===== src/rtl/fpu_pkg.sv =====
// Shared FPU definitions: op encodings, fixed op latencies and completion-FSM state encoding.
package fpu_pkg;

  localparam logic [3:0] FOP_ADD   = 4'b0000;
  localparam logic [3:0] FOP_SUB   = 4'b0001;
  localparam logic [3:0] FOP_MUL   = 4'b0010;
  localparam logic [3:0] FOP_FMA   = 4'b0011;
  localparam logic [3:0] FOP_SGNJ  = 4'b0100;
  localparam logic [3:0] FOP_MINMX = 4'b0101;
  localparam logic [3:0] FOP_DIV   = 4'b0110;
  localparam logic [3:0] FOP_CMP   = 4'b0111;
  localparam logic [3:0] FOP_F2I   = 4'b1000;
  localparam logic [3:0] FOP_9     = 4'b1001;

  localparam int unsigned LAT_ADD   = 7;
  localparam int unsigned LAT_SUB   = 7;
  localparam int unsigned LAT_MUL   = 5;
  localparam int unsigned LAT_FMA   = 6;
  localparam int unsigned LAT_SGNJ  = 0;
  localparam int unsigned LAT_MINMX = 1;
  localparam int unsigned LAT_DIV   = 16;
  localparam int unsigned LAT_CMP   = 1;
  localparam int unsigned LAT_F2I   = 6;
  localparam int unsigned LAT_9     = 6;
  localparam int unsigned LAT_OTHER = 0;

  typedef enum logic [1:0] {
    ST_IDLE = 2'd0,
    ST_BUSY = 2'd1,
    ST_HOLD = 2'd2
  } fpu_state_e;

endpackage


===== src/rtl/fpu_latency_lut.sv =====
// Op -> fixed datapath latency. Also used by the issue-side stall logic so both ends agree on timing.
module fpu_latency_lut
  import fpu_pkg::*;
#(
  parameter int CNT_W = 5
) (
  input  logic [3:0]       i_op,
  output logic [CNT_W-1:0] o_lat
);

  always_comb begin
    o_lat = CNT_W'(LAT_OTHER);
    case (i_op)
      FOP_ADD:   o_lat = CNT_W'(LAT_ADD);
      FOP_SUB:   o_lat = CNT_W'(LAT_SUB);
      FOP_MUL:   o_lat = CNT_W'(LAT_MUL);
      FOP_FMA:   o_lat = CNT_W'(LAT_FMA);
      FOP_SGNJ:  o_lat = CNT_W'(LAT_SGNJ);
      FOP_MINMX: o_lat = CNT_W'(LAT_MINMX);
      FOP_DIV:   o_lat = CNT_W'(LAT_DIV);
      FOP_CMP:   o_lat = CNT_W'(LAT_CMP);
      FOP_F2I:   o_lat = CNT_W'(LAT_F2I);
      FOP_9:     o_lat = CNT_W'(LAT_9);
      default:   o_lat = CNT_W'(LAT_OTHER);
    endcase
  end

endmodule


===== src/rtl/fpu_completion_unit.sv =====
// FPU completion unit: accepts one op, times its fixed latency, then holds result/flags/tag until writeback.
// state | meaning
// IDLE  | no op in flight, nothing held
// BUSY  | op launched, counting up to its latency
// HOLD  | result captured, waiting for writeback to take it
module fpu_completion_unit
  import fpu_pkg::*;
#(
  parameter int DATA_W = 32,
  parameter int TAG_W  = 5,
  parameter int FLAG_W = 5,
  parameter int CNT_W  = 5
) (
  input  logic              i_clock,
  input  logic              i_clear,
  input  logic              i_req_valid,
  input  logic [3:0]        i_req_op,
  input  logic [TAG_W-1:0]  i_req_rd,
  output logic              o_req_ready,
  output logic              o_fpu_start,
  input  logic [DATA_W-1:0] i_res_data,
  input  logic [FLAG_W-1:0] i_res_flags,
  input  logic              i_flush,
  output logic              o_wb_valid,
  input  logic              i_wb_ready,
  output logic [DATA_W-1:0] o_wb_data,
  output logic [FLAG_W-1:0] o_wb_flags,
  output logic [TAG_W-1:0]  o_wb_rd,
  output logic              o_busy
);

  fpu_state_e        r_state;
  fpu_state_e        w_state_nxt;
  logic [CNT_W-1:0]  r_count;
  logic [3:0]        r_op;
  logic [TAG_W-1:0]  r_rd_pend;
  logic [DATA_W-1:0] r_wb_data;
  logic [FLAG_W-1:0] r_wb_flags;
  logic [TAG_W-1:0]  r_wb_rd;

  logic [CNT_W-1:0]  w_req_lat;
  logic [CNT_W-1:0]  w_cur_lat;
  logic              w_req_ready;
  logic              w_accept;
  logic              w_capture;
  logic [TAG_W-1:0]  w_capture_rd;

  fpu_latency_lut #(.CNT_W(CNT_W)) u_lat_req (
    .i_op  (i_req_op),
    .o_lat (w_req_lat)
  );

  fpu_latency_lut #(.CNT_W(CNT_W)) u_lat_cur (
    .i_op  (r_op),
    .o_lat (w_cur_lat)
  );

  // clear gates ready so nothing is launched while the unit is held in reset
  always_comb begin
    w_req_ready  = ~i_clear & ~i_flush &
                   ((r_state == ST_IDLE) || ((r_state == ST_HOLD) && i_wb_ready));
    w_accept     = i_req_valid & w_req_ready;
    w_state_nxt  = r_state;
    w_capture    = 1'b0;
    w_capture_rd = (r_state == ST_BUSY) ? r_rd_pend : i_req_rd;

    case (r_state)
      ST_IDLE, ST_HOLD: begin
        if (w_accept) begin
          if (w_req_lat == '0) begin
            w_state_nxt = ST_HOLD;
            w_capture   = 1'b1;
          end else begin
            w_state_nxt = ST_BUSY;
          end
        end else if ((r_state == ST_HOLD) && i_wb_ready) begin
          w_state_nxt = ST_IDLE;
        end
      end
      ST_BUSY: begin
        if (r_count == w_cur_lat) begin
          w_state_nxt = ST_HOLD;
          w_capture   = 1'b1;
        end
      end
      default: w_state_nxt = ST_IDLE;
    endcase

    if (i_flush) begin
      w_state_nxt = ST_IDLE;
      w_capture   = 1'b0;
    end
  end

  always_ff @(posedge i_clock) begin
    if (i_clear) begin
      r_state    <= ST_IDLE;
      r_count    <= '0;
      r_op       <= '0;
      r_rd_pend  <= '0;
      r_wb_data  <= '0;
      r_wb_flags <= '0;
      r_wb_rd    <= '0;
    end else begin
      r_state <= w_state_nxt;
      if (w_accept) begin
        r_op      <= i_req_op;
        r_rd_pend <= i_req_rd;
        r_count   <= CNT_W'(1);
      end else if ((r_state == ST_BUSY) && (r_count < w_cur_lat)) begin
        r_count <= r_count + CNT_W'(1);
      end
      if (w_capture) begin
        r_wb_data  <= i_res_data;
        r_wb_flags <= i_res_flags;
        r_wb_rd    <= w_capture_rd;
      end
    end
  end

  assign o_req_ready = w_req_ready;
  assign o_fpu_start = w_accept;
  assign o_wb_valid  = (r_state == ST_HOLD);
  assign o_wb_data   = r_wb_data;
  assign o_wb_flags  = r_wb_flags;
  assign o_wb_rd     = r_wb_rd;
  assign o_busy      = (r_state != ST_IDLE);

endmodule


===== config.mk =====
export PLATFORM = sky130hd
export DESIGN_NAME = fpu_completion_unit
export DESIGN_NICKNAME = d
export VERILOG_FILES = /design/src/rtl/fpu_pkg.sv /design/src/rtl/fpu_latency_lut.sv /design/src/rtl/fpu_completion_unit.sv
export SDC_FILE = /design/constraint.sdc
export NUM_CORES = 1
export LEC_CHECK = 0
export ABC_AREA = 1
export CAP_MARGIN = 25
export CORE_ASPECT_RATIO = 1.5
export CORE_MARGIN = 8
export CORE_UTILIZATION = 34
export CTS_BUF_LIST = sky130_fd_sc_hd__clkbuf_4 sky130_fd_sc_hd__clkbuf_8
export CTS_CLUSTER_DIAMETER = 120
export DETAILED_ROUTE_END_ITERATION = 8
export GPL_TIMING_DRIVEN = 0
export PLACE_DENSITY_LB_ADDON = 0.25
export REMOVE_ABC_BUFFERS = 1
export SETUP_SLACK_MARGIN = 0.4
export SLEW_MARGIN = 20
export SYNTH_ARGS = -nofsm -noshare
export SYNTH_HDL_FRONTEND = slang
export SYNTH_HIERARCHICAL = 1
export SYNTH_SLANG_ARGS = --single-unit

===== constraint.sdc =====
create_clock -name i_clock -period 3.85 [get_ports i_clock]
set_clock_uncertainty 0.1 [all_clocks]
set_input_delay 0.385 -clock i_clock [delete_from_list [all_inputs] [get_ports i_clock]]
set_output_delay 0.385 -clock i_clock [all_outputs]
set_load 0.02 [all_outputs]

==> key figures <==
Worst setup path
  • Worst endpoint data arrival time: ~2.6 ns
  • CP delay by family, top: buffers and inverters
  • Crit-path max cell delay: about 0.66 ns
  • Critical path type: in -> out
  • Worst-path cell chain: clkdlybuf4s50_1 -> nor2_2 -> nand3_1 -> inv_1 -> clkdlybuf4s50_1
  • Cell with the most instances on the worst path: clkdlybuf4s50_1
  • Slowest cell on the critical path: clkdlybuf4s50_1
  • CP max FO: 19
  • Worst Path Required: around 3.4 ns
  • FF-to-FF setup slack: 1.51 ns
  • Crit path capture type: output port
  • Startpoint Class: input port
  • Bufs and invs on worst path: 3

STA
  • Min Tclk post-route: about 3.1 ns
  • Post-route setup slack: between 0.7 and 0.8 ns
  • Achievable Freq: around 320 MHz
  • Hold Vio Cnt, Final: 0
  • Worst relative slew slack: a little over half
  • # setup viols final: 0
  • Final setup TNS: 0 ns
  • Period utilization: 80.94%
  • Worst-Margin Slew: slightly below 0.7 ns
  • Final Max Slew Viols: 0
  • RSZ-0062 raised after global routing: no

Clock network
  • Root Driver: clkbuf_8
  • Clock Sinks: 58
  • Clock buffer depth: 2
  • Worst-path clk slew: ~0.070 ns
  • H-tree lvl count: 3
  • Post-CTS Setup Bufs: 0
  • TritonCTS clock tree: done
  • Post-CTS resize count: 0
  • Skew-Pair Late Insertion Delay: around 0.34 ns
  • # hold bufs at CTS: 0
  • Cts bufs inserted: 9

Die
  • Initial Utilization: approximately 34%
  • IO Count: 97
  • DIE AREA: 0.01215 mm²
  • Die width: approximately 93 µm
  • Core Region: 0.008723 mm²
  • DIE HEIGHT: between 100 and 150 µm
  • Row Count: between 40 and 50

Layout
  • Share of layout cells above drive strength 1: 7.664%
  • Synthesis-to-finish area growth: 40.35%
  • Commonest non-fill, non-tap cell in the layout: clkdlybuf4s50_1
  • Post-Layout Cell Count: about 650
  • Final instance area: approximately 0.0042 mm²
  • Commonest non-fill, non-tap cells in the layout: clkdlybuf4s50_1, nand2_1, inv_1
  • Nets: 587
  • Antenna fix cells: 0

Power and ir drop
  • Peak supply drop: 0.1846 mV
  • Power consumption: around 1300 µW
  • PwrDens: between 300 and 400 mW/mm²
  • Leak: approximately 0.0018 µW

Global route
  • GRT Util Overall: around an eighth
  • Initial antenna violation count: 0
  • Pin count of the biggest net entering global routing: roughly 70
  • Grt peak-use layer: met2
  • Met1 usage: about 14%
  • Met2 Use GR: about 22%
  • First-pass GRT wire length: 12.85 mm
  • Overflow after GRT: 0
  • Vias in the first global route: 2809
  • Met3 usage: 4.903%

Synth
  • Yosys Warn Count: 6
  • Synth cell types: 27
  • Synthesized flop and latch total: 58
  • Mapped cell area: 0.003002 mm²
  • Seq/Total Area, Yosys: approximately two fifths
  • Syn Area/Cell: 6.715 µm²
  • Synth Instances: ~450

Detailed routing
  • DRT Wirelength: 7.780 mm
  • Via count: a little over 3000
  • Starting DRT DRC Count: 110
  • DRC viols: 0
  • Antenna Nets Post-Route: 0
  • Vias per cell: about 4.7
  • First-pass DRT Iterations: 4
  • Wire per inst: between 10 and 15 µm

Placed design
  • DP Cell Count: about 630
  • Place WS: 0.7322 ns
  • Placed Area: 0.004023 mm²
  • PortBufs: 96
  • GPL Wtd Cong: between 0.7 and 0.8
  • DP HPWL: 5.674 mm

Job
  • Max cap viols: 0

Min path
  • Worst hold-check path type: reg -> reg

Status
  • Status: finished, final reports clean
[tightest hold or removal path: cells and delay by family (launching register included)]
| family | cells | cell delay (ns) |
|---|---|---|
| flops | 1 | 0.30 |
| buf+inv | 1 | 0.05 |
| compound gates | 1 | 0.05 |
[state kept, by name, summed over array words and instances, names as in the netlist]
register and count:
o_wb_rd 5, o_wb_flags 5, r_count 5, r_state 2
r_op 4, o_wb_data 32, r_rd_pend 5
[per-stage QoR]
step,util (%),hold WS [ns]
finish,48.29,0.3445
global route,48.29,0.3709
CTS,48.29,0.3510
detailed placement,46.11,0.3404
global placement,45.08,0.3350
floorplan,-,0.3266
[logic make-up after synthesis]
| logic type | count (synthesis) | share of synthesized area (%) |
|---|---|---|
| buf+inv | 100 | 14.71 |
| xor+xnor | 3 | 0.8755 |
| simple gates | 205 | 29.26 |
| compound gates | 73 | 13.71 |
| fa+ha+maj | 6 | 2.501 |
| other cells | 2 | 0.2502 |
| flops | 58 | 38.68 |
[routing by layer]
layer / up-vias / part of all wire (%)
li1: 1554 / -
met4: 0 / 1.8
met1: 1360 / 43
met5: - / 0
met3: 12 / 7.7
met2: 91 / 48
[path summary, 6_finish.rpt]
path                start  cells past startpoint       endpoint
max reg2reg       r_op[2]                     12  o_wb_data[19]
max               i_clear                      5    o_fpu_start
min reg2reg  r_rd_pend[0]                      2   r_rd_pend[0]
min          r_rd_pend[0]                      2   r_rd_pend[0]
[area by class of cell]
class | count | area [µm²]
Clock buffer | 14 | 180.2
Clock inverter | 2 | 10.01
Fill cell | 898 | 4511
Inverter | 73 | 276.5
Multi-Input combinational cell | 289 | 1404
Sequential cell | 58 | 1161
Tap cell | 110 | 137.6
Timing Repair Buffer | 99 | 1044
[Yosys cell counts (all sizes together)]
cell type  instances  area [µm²]
nand2             92       347.8
inv               73       274.0
a21oi             60       337.8
dfxtp             58        1161
nor2              56       220.2
nand3             50       260.3
buf               14       118.9
clkbuf            13       48.80
o21ai             11       55.05
ha                 6       75.07
nand4              4       25.02
conb               2       7.510
o21bai             2       18.77
xnor2              2       17.52
and2               1       6.260
nor3b              1       12.51
or2                1       6.260
xor2               1       8.760
[power breakdown]
part           internal (µW)  switching (µW)  leakage [µW]
clock network            299             235      0.000103
logic                   85.9            85.0       0.00127
registers                610            5.91      0.000469
No activity file was read; power rests on OpenSTA's default activity.
==> edit: new RTL, same settings <==
Put one more register stage on the output `o_wb_flags`, without a reset. The value now appears one clock later. The other outputs are not delayed to match.
--- a/src/rtl/fpu_completion_unit.sv
+++ b/src/rtl/fpu_completion_unit.sv
@@ -122,7 +122,9 @@
   assign o_fpu_start = w_accept;
   assign o_wb_valid  = (r_state == ST_HOLD);
   assign o_wb_data   = r_wb_data;
-  assign o_wb_flags  = r_wb_flags;
+  always_ff @(posedge i_clock) begin
+    o_wb_flags <= r_wb_flags;
+  end
   assign o_wb_rd     = r_wb_rd;
   assign o_busy      = (r_state != ST_IDLE);
 
Check against the original RTL: not equivalent (Yosys sat finds a counterexample within 4 cycles, from zero or initial values).
==> edit against the unedited design <==
Power up 2.9%; largest power group unchanged; count of clock-buffer cells in the layout shrank 2; setup slack better by 0.0069 ns; final area is 1.8% higher; register-to-register slack lost 0.07 ns; final cell count rose by 0.62%; routed wire length down 2.6%; area after synthesis rose by 3.3%; critical path type unchanged; synthesized cell count up 1.1%; maximum frequency grew 0.22%; non-clock buffer count is the same; highest routed layer unchanged; critical endpoint unchanged; sequential cell count rose by 5.
==> edit: results (changes against the unedited design) <==
[synthesis]
synthArstFlopShare_pct = 0  ; unchanged
yosys-mux-area-fraction_pct = 0  ; unchanged
synth.distinct_cells = 27  ; unchanged
ys_top_cells_by_area = dfxtp_1, nand2_1, inv_1  ; unchanged
synth_xor_area_share_pct = 0.8471  ; was 0.8754%
synth_fa_ha_area_share_pct = 2.420  ; was 2.501%
ys_warn_count = 6  ; unchanged
synth_common_cells = nand2_1, inv_1, dfxtp_1  ; unchanged
synth_compound_area_share_pct = 13.27  ; was 13.71%
yosysSeqAreaShare_pct = 40.66  ; was 38.68%

[grt]
grt_usage_pct = 12.59  ; was 13.15%
grt_pass1_wl_um = 12950  ; was 12850 um
grt_antenna_before_repair = 0  ; unchanged
grt_max_degree = 69  ; unchanged
grt_pass1_vias = 2734  ; was 2809

[route]
dr.pass1.iters = 4  ; unchanged
initialDrtViolationCount = 102  ; was 110
num_vias = 2952  ; was 3017
wire_per_inst_um = 11.68  ; was 12.06 um

[power]
leakagePower_nw = 1.870  ; was 1.845 nW
switching_share_pct = 24.46  ; was 24.71%
peakVddDrop_mv = 0.1642  ; was 0.1846 mV

[clock_tree]
postCtsSetupBuffers = 0  ; unchanged
clkTransAtPathRegs_ns = 0.06
cts_buffers = 9  ; unchanged
cts_resized = 0  ; unchanged
max-clock-path-buffers = 2  ; unchanged
root_buffer = clkbuf_8  ; unchanged
htree_levels = 3  ; unchanged
clock_latency_ns = 0.33

[placed_design]
place.gp.congestion = 0.7478  ; was 0.7563
hpwl_um = 5492  ; was 5674 um
portBuffers = 96  ; unchanged

[timing]
tightest_slew_ns = 0.6601  ; was 0.6780 ns

[layout]
drive_above_1_share_pct = 7.421  ; was 7.664%
num-nets-final = 592  ; was 587
diodes = 0  ; unchanged
largest_reg_flops = 32  ; unchanged

[setup_path]
critPathMaxFanout = 19  ; unchanged
slowest_delay_ns = 0.66  ; about the same
crit_slowest_cell = clkdlybuf4s50_1  ; unchanged
cpLargestDelayFamily = buffers and inverters  ; unchanged
arrival_ns = 2.62  ; was 2.63 ns

[worst_hold_path]
hp-class = reg -> reg  ; unchanged

[status]
status = complete, no violations  ; unchanged

-- edit: cell types whose count changed in the layout (fill, tap and decap cells not counted) --
cell / before / now
buf_12: 0 / 2
clkbuf_4: 2 / 0
dfxtp_1: 58 / 63
buf_16: 3 / 1
clkinvlp_4: 0 / 1
-- edit: stage by stage --
stage	hold WS [ns]	utilization [%]	worst slack, ns	cell area [um^2]	instances
after floorplan	0.2315	-	1.388	2934	425
after global placement	0.2354	45.68	0.5194	4033	631
after detailed placement	0.2400	46.53	0.7165	4108	634
after CTS	0.2503	48.60	0.7090	4290	649
after global routing	0.2531	48.60	0.4577	4290	649
final	0.2528	48.60	0.7408	4290	649
-- edit: power by group through the flow --
stage / registers [mW] / clock network (mW) / logic [mW]
final: 0.668 / 0.523 / 0.169
after global routing: 0.669 / 0.573 / 0.190
after CTS: 0.668 / 0.548 / 0.171
after detailed placement: 0.682 / 0 / 0.170
after global placement: 0.682 / 0 / 0.162
after floorplan: 0.687 / 0 / 0.0743
-- edit: layout make-up --
| type | instances | area (um^2) |
|---|---|---|
| fill | 880 | 4538 |
| clock buffer | 12 | 165.2 |
| tap | 110 | 137.6 |
| clock inverter | 3 | 17.52 |
| multi-input combinational | 289 | 1404 |
| sequential | 63 | 1261 |
| timing repair buffer | 99 | 1028 |
| inverter | 73 | 276.5 |
-- edit: path summary, 6_finish.rpt --
kind | endpoint | start | cells after the start | slack [ns]
setup / recovery | o_fpu_start | i_clear | 5 | 0.74
setup reg to reg | o_wb_data[21] | r_op[2] | 12 | 1.44
hold / removal | o_wb_flags[3] | r_wb_flags[3] | 0 | 0.25
hold reg to reg | o_wb_flags[3] | r_wb_flags[3] | 0 | 0.25
-- edit: logic make-up after synthesis --
group           Yosys count
simple gates            205
fa+ha+maj                 6
compound gates           73
other cells               2
flops                    63
xor+xnor                  3
buf+inv                 100
-- edit: per-layer routing --
metal	part of all wire (%)	vias to the layer above	GRT usage (%)	wire length [um]
met5	0	-	0	0
met4	1.5	0	5.669	110
met3	8.2	9	4.417	620
met2	46	75	20.82	3486
met1	44	1300	13.96	3363
li1	-	1568	-	-
